[src/rtl/rmw_counter_bank_pkg.sv]
// Shared definitions for the read-modify-write counter bank.
//   - FSM state encoding (CLEAR sweep / RUN)
//   - sat_add: wrap-or-clamp adder for operands up to SAT_MAX_W-1 bits
package rmw_counter_pkg;

  localparam logic [0:0] ST_CLEAR = 1'b0;
  localparam logic [0:0] ST_RUN   = 1'b1;

  // Same encoding as the constants above, kept for waveform/debug tooling.
  typedef enum logic [0:0] {CLEAR = 1'b0, RUN = 1'b1} state_e;

  // Widest counter the helper supports is SAT_MAX_W-1 bits.
  localparam int SAT_MAX_W = 64;

  // Adds a + b as a w-bit quantity (both operands must already fit in w bits).
  // Returns {clamped, value}: value is either the w-bit wrapped sum or, when
  // sat is set and the sum carried out of bit w-1, all-ones in w bits.
  function automatic logic [SAT_MAX_W:0] sat_add(
    input logic [SAT_MAX_W-1:0] a,
    input logic [SAT_MAX_W-1:0] b,
    input int unsigned          w,
    input logic                 sat
  );
    logic [SAT_MAX_W:0] sum;
    logic [SAT_MAX_W:0] mask;
    logic               ovf;
    mask = ((SAT_MAX_W+1)'(1) << w) - (SAT_MAX_W+1)'(1);
    sum  = {1'b0, a} + {1'b0, b};
    // Operands are below 2^w, so anything above bit w-1 is the single carry.
    ovf  = (sum >> w) != '0;
    if (sat && ovf) return {1'b1, mask[SAT_MAX_W-1:0]};
    sum = sum & mask;
    return {1'b0, sum[SAT_MAX_W-1:0]};
  endfunction

endpackage

[src/rtl/rmw_counter_bank_if.sv]
// Request / update bus of the counter bank.
//   master: drives in_valid/in_addr/in_delta/clr_req, observes the rest
//   slave : the counter bank itself
interface rmw_counter_bank_if #(
  parameter int ADDR_W  = 3,
  parameter int DELTA_W = 8,
  parameter int DATA_W  = 32
);
  logic               in_valid;
  logic               in_ready;
  logic [ADDR_W-1:0]  in_addr;
  logic [DELTA_W-1:0] in_delta;
  logic               clr_req;
  logic               busy;
  logic               upd_valid;
  logic [ADDR_W-1:0]  upd_addr;
  logic [DATA_W-1:0]  upd_value;
  logic               upd_sat;

  modport master (
    output in_valid, in_addr, in_delta, clr_req,
    input  in_ready, busy, upd_valid, upd_addr, upd_value, upd_sat
  );

  modport slave (
    input  in_valid, in_addr, in_delta, clr_req,
    output in_ready, busy, upd_valid, upd_addr, upd_value, upd_sat
  );
endinterface

[src/rtl/rmw_counter_mem.sv]
// DEPTH x DATA_W counter storage: one synchronous read port (returns the
// pre-write contents on an address collision), one write port, no reset.
//   clk   : clock
//   we    : write enable, waddr/wdata: write port
//   raddr : read address, rdata registered one cycle later
module rmw_counter_mem #(
  parameter int DATA_W = 32,
  parameter int DEPTH  = 8,
  parameter int ADDR_W = $clog2(DEPTH)
) (
  input  logic              clk,
  input  logic              we,
  input  logic [ADDR_W-1:0] waddr,
  input  logic [DATA_W-1:0] wdata,
  input  logic [ADDR_W-1:0] raddr,
  output logic [DATA_W-1:0] rdata
);
  logic [DATA_W-1:0] mem [DEPTH];

  always_ff @(posedge clk) begin
    if (we) mem[waddr] <= wdata;
    rdata <= mem[raddr];
  end
endmodule

[src/rtl/rmw_counter_bank.sv]
// Pipelined read-modify-write counter bank. Each accepted request adds a
// zero-extended delta to one counter; the post-update value is reported two
// cycles after acceptance. Back-to-back hits on one counter are forwarded.
//   clk, reset_n : clock, asynchronous active-low reset
//   bus (slave)  : in_valid/in_ready/in_addr/in_delta request, clr_req sweep
//                  trigger, busy, upd_valid/upd_addr/upd_value/upd_sat report
// DATA_W must be below 64; DELTA_W <= DATA_W; DEPTH a power of two >= 2.
module rmw_counter_bank
  import rmw_counter_pkg::*;
#(
  parameter int DATA_W   = 32,
  parameter int DEPTH    = 8,
  parameter int ADDR_W   = $clog2(DEPTH),
  parameter int DELTA_W  = 8,
  parameter int SATURATE = 0
) (
  input logic               clk,
  input logic               reset_n,
  rmw_counter_bank_if.slave bus
);
  logic [0:0]         state_q;
  logic [ADDR_W-1:0]  idx_q;
  logic               accept;

  logic               s1_vld;
  logic [ADDR_W-1:0]  s1_addr;
  logic [DELTA_W-1:0] s1_delta;
  logic               fwd_q;
  logic [DATA_W-1:0]  fwd_val_q;
  logic [DATA_W-1:0]  mem_rd;
  logic [DATA_W-1:0]  operand;
  logic [SAT_MAX_W:0] sa;
  logic [SAT_MAX_W-1:DATA_W] sa_unused;
  logic [DATA_W-1:0]  s1_new;
  logic               s1_sat;

  logic               mem_we;
  logic [ADDR_W-1:0]  mem_waddr;
  logic [DATA_W-1:0]  mem_wdata;

  assign bus.busy     = (state_q == ST_CLEAR);
  assign bus.in_ready = (state_q == ST_RUN) && !bus.clr_req;
  assign accept       = bus.in_valid && bus.in_ready;

  // Sweep FSM: DEPTH cycles of zero-writes, then RUN until the next clr_req.
  always_ff @(posedge clk or negedge reset_n) begin
    if (!reset_n) begin
      state_q <= ST_CLEAR;
      idx_q   <= '0;
    end else if (state_q == ST_CLEAR) begin
      if (idx_q == ADDR_W'(DEPTH-1)) state_q <= ST_RUN;
      idx_q <= idx_q + 1'b1;
    end else if (bus.clr_req) begin
      state_q <= ST_CLEAR;
      idx_q   <= '0;
    end
  end

  // S0 -> S1. The array read returns pre-write data, so when S1 is writing
  // the address being accepted, its result is captured here and selected
  // in place of the array output next cycle.
  always_ff @(posedge clk or negedge reset_n) begin
    if (!reset_n) begin
      s1_vld    <= 1'b0;
      s1_addr   <= '0;
      s1_delta  <= '0;
      fwd_q     <= 1'b0;
      fwd_val_q <= '0;
    end else begin
      s1_vld <= accept;
      if (accept) begin
        s1_addr   <= bus.in_addr;
        s1_delta  <= bus.in_delta;
        fwd_q     <= s1_vld && (s1_addr == bus.in_addr);
        fwd_val_q <= s1_new;
      end
    end
  end

  assign operand   = fwd_q ? fwd_val_q : mem_rd;
  assign sa        = sat_add(SAT_MAX_W'(operand), SAT_MAX_W'(s1_delta),
                             DATA_W, SATURATE != 0);
  assign s1_new    = sa[DATA_W-1:0];
  assign s1_sat    = sa[SAT_MAX_W];
  assign sa_unused = sa[SAT_MAX_W-1:DATA_W];

  // The sweep owns the write port. An S1 write landing in the first CLEAR
  // cycle is dropped; the sweep zeroes that entry anyway, and the update is
  // still reported below.
  assign mem_we    = bus.busy || s1_vld;
  assign mem_waddr = bus.busy ? idx_q : s1_addr;
  assign mem_wdata = bus.busy ? '0 : s1_new;

  rmw_counter_mem #(
    .DATA_W (DATA_W),
    .DEPTH  (DEPTH),
    .ADDR_W (ADDR_W)
  ) u_mem (
    .clk   (clk),
    .we    (mem_we),
    .waddr (mem_waddr),
    .wdata (mem_wdata),
    .raddr (bus.in_addr),
    .rdata (mem_rd)
  );

  always_ff @(posedge clk or negedge reset_n) begin
    if (!reset_n) begin
      bus.upd_valid <= 1'b0;
      bus.upd_addr  <= '0;
      bus.upd_value <= '0;
      bus.upd_sat   <= 1'b0;
    end else begin
      bus.upd_valid <= s1_vld;
      if (s1_vld) begin
        bus.upd_addr  <= s1_addr;
        bus.upd_value <= s1_new;
        bus.upd_sat   <= s1_sat;
      end
    end
  end
endmodule

[src/flat_wrapper.sv]
// flat-port wrapper written by rule: the top's interface ports become plain ports
module rmw_counter_bank_flat import rmw_counter_pkg::*;
#(
  parameter int DATA_W   = 32,
  parameter int DEPTH    = 8,
  parameter int ADDR_W   = $clog2(DEPTH),
  parameter int DELTA_W  = 8,
  parameter int SATURATE = 0
)
  (clk, reset_n, bus_in_valid, bus_in_addr, bus_in_delta, bus_clr_req, bus_in_ready, bus_busy, bus_upd_valid, bus_upd_addr, bus_upd_value, bus_upd_sat);
  rmw_counter_bank_if #(.ADDR_W(ADDR_W), .DELTA_W(DELTA_W), .DATA_W(DATA_W)) bus_i ();
  input logic clk;
  input logic reset_n;
  input wire logic [$bits(bus_i.in_valid)-1:0] bus_in_valid;
  input wire logic [$bits(bus_i.in_addr)-1:0] bus_in_addr;
  input wire logic [$bits(bus_i.in_delta)-1:0] bus_in_delta;
  input wire logic [$bits(bus_i.clr_req)-1:0] bus_clr_req;
  output wire logic [$bits(bus_i.in_ready)-1:0] bus_in_ready;
  output wire logic [$bits(bus_i.busy)-1:0] bus_busy;
  output wire logic [$bits(bus_i.upd_valid)-1:0] bus_upd_valid;
  output wire logic [$bits(bus_i.upd_addr)-1:0] bus_upd_addr;
  output wire logic [$bits(bus_i.upd_value)-1:0] bus_upd_value;
  output wire logic [$bits(bus_i.upd_sat)-1:0] bus_upd_sat;
  assign bus_i.in_valid = bus_in_valid;
  assign bus_i.in_addr = bus_in_addr;
  assign bus_i.in_delta = bus_in_delta;
  assign bus_i.clr_req = bus_clr_req;
  assign bus_in_ready = bus_i.in_ready;
  assign bus_busy = bus_i.busy;
  assign bus_upd_valid = bus_i.upd_valid;
  assign bus_upd_addr = bus_i.upd_addr;
  assign bus_upd_value = bus_i.upd_value;
  assign bus_upd_sat = bus_i.upd_sat;
  rmw_counter_bank #(.DATA_W(DATA_W), .DEPTH(DEPTH), .ADDR_W(ADDR_W), .DELTA_W(DELTA_W), .SATURATE(SATURATE)) u_core (.clk(clk), .reset_n(reset_n), .bus(bus_i));
endmodule
[config.mk]
export PLATFORM = sky130hd
export DESIGN_NAME = rmw_counter_bank_flat
export DESIGN_NICKNAME = d
export VERILOG_FILES = /design/src/rtl/rmw_counter_bank_pkg.sv /design/src/rtl/rmw_counter_bank_if.sv /design/src/rtl/rmw_counter_mem.sv /design/src/rtl/rmw_counter_bank.sv /design/src/flat_wrapper.sv
export SDC_FILE = /design/constraint.sdc
export NUM_CORES = 1
export LEC_CHECK = 0
export CORE_MARGIN = 5
export CORE_UTILIZATION = 60
export CTS_BUF_LIST = sky130_fd_sc_hd__clkbuf_16
export CTS_CLUSTER_SIZE = 40
export DETAILED_ROUTE_END_ITERATION = 8
export PLACE_DENSITY = 0.82
export SYNTH_ARGS = -nofsm -noshare
export SYNTH_HDL_FRONTEND = slang
export SYNTH_SLANG_ARGS = --single-unit
[constraint.sdc]
create_clock -name clk -period 10.4 [get_ports clk]
set_clock_uncertainty 0.2 [all_clocks]
set_input_delay 2.08 -clock clk [delete_from_list [all_inputs] [get_ports clk]]
set_output_delay 2.08 -clock clk [all_outputs]
set_load 0.01 [all_outputs]
After elaboration in Yosys (flattened, before gate mapping). Memory sizes are Yosys's and may differ from the RTL's. A register that Yosys moved wholly into a read port is not among the register bits. Cells that the tools add are included.

Bits in writable memories: 256. ROM bits: 0. Bits in latches: 0. Output and inout bits: 39. Word-level logic and storage cells: 32. Memories: 1. Register bits after elaboration: 85. Input port bits: 15.

Memories: u_core.u_mem.mem (depth 8, width 32, rd ports 1, clocked after Yosys merged registers in 1, wr ports 1, line rmw_counter_mem.sv:18) `logic [DATA_W-1:0] mem [DEPTH];`.

Bitwise logic cells: 1. Muxes and demuxes: 10. Equal/unequal tests: 3. Divide/modulo/power cells: 0. Reduce and logical (&&, ||, !) cells: 5. Multiply operators: 0. $lt $le $gt $ge: 0. Add/subtract/negate cells: 2. Shifts and indexed selects: 0.

Operator list (count): $mux 32 (2); $add 32x8->32 (1); $mux 3 (3); $mux 1 (5); $add 3x1->3 const B (1); $eq 3x3->1 (1); $eq 3x3->1 const B (1); $logic_and 1x1->1 (3); $ne 2x2->1 const B (1); $logic_not 1->1 (1); $logic_or 1x1->1 (1); $not 1->1 (1).

Logic depth before layout (Yosys ltp).
Depth in word-level cells: 4. Gate-level depth with buffers: 14. Depth with buffers taken out: 9.

Modules after synthesis. A second synthesis with hierarchy kept.

Cell total of the unflattened synthesis: 973. Area total of the unflattened synthesis: 16138.0 um2.

Modules (own cells, without submodules): rmw_counter_mem (cells each 415, sequential area each 8328.0 um2, area an instance 10466.3 um2, instances 1); rmw_counter_bank (cells each 558, sequential area each 2127.0 um2, area an instance 5671.7 um2, instances 1).

Worst setup path after synthesis. OpenSTA, ideal clock, no wires.

Path type: input to output. From: input port bus_clr_req. To: output port bus_in_ready. Path slack: 5.799 ns. Stages: 1. Arrival: 2.321 ns. Buffers on the path: 0. Data required time: 8.120 ns. Path through: nor2b_1.

Cells in the longest elaborated chain, start to end: 2.

RTL lines: start, declared (line flat_wrapper.sv:17) `input wire logic [$bits(bus_i.clr_req)-1:0] bus_clr_req;`; $logic_not 1->1 (line rmw_counter_bank.sv:42) `assign bus.in_ready = (state_q == ST_RUN) && !bus.clr_req;`; $logic_and 1x1->1 (line rmw_counter_bank.sv:42); end, declared (line flat_wrapper.sv:18) `output wire logic [$bits(bus_i.in_ready)-1:0] bus_in_ready;`.

No other way between the ends.

Worst setup path in the final report. Ends and elaborated chain as after synthesis.

==> out/metrics.csv <==
stage,metric,value,unit
run_status,outcome,finished clean,
layout,syn_to_final_growth,13.7,%
placed_design,detailed_place.area,16700,um2
critical_path,critical_path.slowest_cell,sky130_fd_sc_hd__clkdlybuf4s50_1,
cts,htree_levels,2,
floorplan,initial_utilization,0.608,
global_route,grt_pass1_vias,9085,
floorplan,placementRows,59,
placed_design,place.detailed.hpwl,19400,um
power_and_ir_drop,total_leakage_power,0.00639,uW
detailed_routing,totalWireLength,33400,um
layout,layout_common_cells,"sky130_fd_sc_hd__edfxtp_1 (256), sky130_fd_sc_hd__nand2_1 (100), sky130_fd_sc_hd__dfrtp_1 (83), sky130_fd_sc_hd__mux2_2 (74), sky130_fd_sc_hd__mux4_2 (64)",
detailed_routing,ant_nets,0,
logic_synthesis,synthDistinctLibCells,71,
logic_synthesis,yosys.area_share.adder,0.00917,
global_route,groute.usage.overall,0.229,
cts,worstSkewPairLatency,0.52,ns
critical_path,critPathMaxStageDelay,0.57,ns
logic_synthesis,ys_ff_latch,373,
critical_path,setup.worst_path.class,in2out,
detailed_routing,drt_iter0_drc,734,
logic_synthesis,yosys.area_share.xor_xnor,0.0254,
critical_path,cp_data_required_time,8.12,ns
hold_path,hold_path.class,reg2reg,
logic_synthesis,post_synthesis_share_of_cell_area_spent_on_and_or_nand_and_nor_gates,0.0740,
critical_path,critical_path.cell_chain,clkdlybuf4s50_1 > nor2b_1 > clkdlybuf4s50_1,
logic_synthesis,syn_inst,990,
timing,final.min_clock_period,5.59,ns
floorplan,dieWidth,172,um
cts,post_cts.resized_instances,0,
layout,final_layout_size_suffix_gt1_frac,0.226,
cts,max-clock-path-buffers,3,
timing,setup_ws,4.81,ns
timing,timing.final.setup_violations,0,
placed_design,gp_routability_congestion,0.835,
run,maxCapViolCount,0,
cts,cts.repair_timing.setup_buffer_count,0,
logic_synthesis,synth_edf_count,256,
layout,layout.cell_area.non_filler,18000,um2
global_route,grt_start_max_net_pins,92,
power_and_ir_drop,ir_drop,0.000207,V
logic_synthesis,combinational_family_with_the_most_area_after_synthesis,multiplexers,
critical_path,critical_path.endpoint_type,output pin,
global_route,grt_first_pass_wirelength,51800,um
global_route,grt_remaining_overflow,0,
cts,cts-hold-fix-buffers,0,
timing,final_report_hold_violation_count,0,
layout,most_common_library_cell_in_the_layout_ignoring_fill_and_taps,sky130_fd_sc_hd__edfxtp_1,
logic_synthesis,ys_async_rst_share,0.228,
logic_synthesis,yosys_warnings,0,
layout,antenna_cells_inserted,0,
placed_design,placement.io_buffers,52,
floorplan,die_area,29700,um2
logic_synthesis,syn-cell-area,15800,um2
logic_synthesis,complex_gate_fraction_of_the_synthesized_area,0.0494,
floorplan,design.core.area,26100,um2
detailed_routing,route.detailed.drc,0,
timing,timing.final.crit_share,0.537,
power_and_ir_drop,pwr_density_cell,302,nW/um2
timing,timing.final.max_slew_violations,0,
layout,filler_cell_count,1644,
floorplan,io_pins,54,
logic_synthesis,share_of_the_yosys_chip_area_belonging_to_registers,0.660,
detailed_routing,route.vias.total,8784,
critical_path,startpoint_type,input pin,
floorplan,die_height,172,um
detailed_routing,via_per_inst,6.21,
cts,cts.clk_slew.worst_paths,0.06,ns
logic_synthesis,synth_mux_area_frac,0.166,
critical_path,critical_path_arrival,3.31,ns
logic_synthesis,synth_ff_type,sky130_fd_sc_hd__edfxtp_1,
timing,timing_worst_slew_pin_value,1.08,ns
placed_design,post-place-ws,4.80,ns
timing,fin_tns_setup,0,ns
detailed_routing,wl_per_cell,23.6,um
cts,clockRootBuffer,sky130_fd_sc_hd__clkbuf_16,
critical_path,crit_path_frequent_cell,sky130_fd_sc_hd__clkdlybuf4s50_1,
global_route,antenna_violations_before_repair,0,
cts,cts_sinks,373,
detailed_routing,drtPass1Iterations,5,
cts,numCtsBuffers,38,
cts,tritoncts,yes,
timing,maxSlewHeadroom,0.283,
timing,unrepaired_setup_endpoints_after_global_routing,no,
logic_synthesis,postSynthAreaPerCell,16.0,um2
logic_synthesis,postSynthNetCount,1016,
critical_path,worstPathMaxFanout,4,
timing,highest_clock_rate,179,MHz
layout,final_net_count,1076,
==> critical path: cells and delay by family <==
kind / cells / cell delay, ns
buffers and inverters: 2 / 1.03
AND/OR/NAND/NOR: 1 / 0.20
==> layout make-up <==
class / instances / area [um2] / share of cell area
flip-flops and latches: 373 / 10500 / 0.581
multi-input cells: 561 / 5200 / 0.289
clock inverters: 29 / 235 / 0.0131
clock buffers: 41 / 1030 / 0.0570
inverters: 7 / 26.3 / 0.00146
well taps: 335 / 419 / 0.0233
repair buffers: 69 / 633 / 0.0352
==> flip-flops by register name, indices dropped and copies added (netlist names) <==
name and flops:
u_core.bus.upd_addr 3, u_core.bus.upd_valid 1, u_core.bus.upd_value 32, u_core.fwd_q 1, u_core.fwd_val_q 32, u_core.idx_q 3
u_core.s1_addr 3, u_core.s1_delta 8, u_core.s1_vld 1, u_core.state_q 1, u_core.u_mem.mem 256, u_core.u_mem.rdata 32
==> logic make-up (layout without fill, tap and decap cells) <==
logic type	Yosys count	after routing
XOR/XNOR	46	46
AND/OR/NAND/NOR	233	233
adder cells (fa/ha/maj)	11	11
AO/OA/AOI/OAI	96	96
other	1	1
flip-flops	373	373
multiplexers	174	174
buffers and inverters	56	146
==> synthesized netlist by cell type (3+ instances only) <==
library cell                 n  area [um2]
sky130_fd_sc_hd__edfxtp_1  256        7690
sky130_fd_sc_hd__nand2_1   100         375
sky130_fd_sc_hd__dfrtp_1    85        2130
sky130_fd_sc_hd__mux2_2     74         833
sky130_fd_sc_hd__mux4_2     64        1440
sky130_fd_sc_hd__mux2i_1    36         360
sky130_fd_sc_hd__and2_1     32         200
sky130_fd_sc_hd__dfxtp_1    32         641
sky130_fd_sc_hd__nor2_1     30         113
sky130_fd_sc_hd__xnor2_1    28         245
sky130_fd_sc_hd__clkbuf_1   26        97.6
sky130_fd_sc_hd__nand3b_1   23         173
sky130_fd_sc_hd__xor2_1     18         158
sky130_fd_sc_hd__nand3_1    16        80.1
sky130_fd_sc_hd__a21oi_1    15        75.1
sky130_fd_sc_hd__buf_1      13        48.8
sky130_fd_sc_hd__o21ai_0    13        65.1
sky130_fd_sc_hd__ha_1       10         125
sky130_fd_sc_hd__a21o_1      8        60.1
sky130_fd_sc_hd__a221o_1     8        80.1
sky130_fd_sc_hd__buf_2       7        35.0
sky130_fd_sc_hd__inv_1       6        22.5
sky130_fd_sc_hd__a211oi_1    4        30.0
sky130_fd_sc_hd__a221oi_1    4        35.0
sky130_fd_sc_hd__a22oi_1     4        30.0
sky130_fd_sc_hd__and3_1      4        25.0
sky130_fd_sc_hd__o211ai_1    4        30.0
sky130_fd_sc_hd__a21boi_0    3        22.5
sky130_fd_sc_hd__a221oi_2    3        45.0
sky130_fd_sc_hd__a32oi_1     3        26.3
sky130_fd_sc_hd__nand2b_1    3        18.8
sky130_fd_sc_hd__nand4_1     3        18.8
sky130_fd_sc_hd__nor2b_1     3        18.8
sky130_fd_sc_hd__nor3_1      3        15.0
==> per-layer routing <==
layer	wire length (um)	vias up	part of all wire	GRT usage
met1	13900	4515	0.42	0.321
met2	16800	289	0.50	0.381
met3	1800	57	0.054	0.0311
li1	-	3923	-	-
met5	0	-	0	0
met4	835	0	0.025	0.0680
==> path summary, 6_finish.rpt <==
path                                startpoint                      end  slack, ns  cells after the start
setup / recovery                   bus_clr_req             bus_in_ready       4.81                      3
hold / removal             u_core.fwd_val_q[4]      u_core.fwd_val_q[4]       0.29                      2
setup reg to reg                  u_core.fwd_q   u_core.u_mem.mem[3][9]       5.75                      9
hold reg to reg            u_core.fwd_val_q[4]      u_core.fwd_val_q[4]       0.29                      2
max in group asynchronous              reset_n            u_core.s1_vld       7.49                      2
min in group asynchronous              reset_n  u_core.bus.upd_value[6]       1.35                      1
==> report_power, final <==
group | switching (uW) | leakage, uW | internal (uW) | total (uW)
Clock | 540 | 0.000653 | 810 | 1350
Combinational | 908 | 0.00202 | 624 | 1530
Sequential | 259 | 0.00372 | 2300 | 2560
Total | 1710 | 0.00639 | 3730 | 5440
==> through the flow <==
step           hold WS, ns  total power, uW   util  cells
6_report             0.285             5440  0.691   1415
3_5_place_dp         0.262             4110  0.642   1345
5_1_grt              0.304             5690  0.691   1415
2_1_floorplan        0.219             3460      -    990
4_1_cts              0.277             5470  0.691   1415
3_3_place_gp         0.252             4020  0.642   1345
No activity file was read; power rests on OpenSTA's default activity.
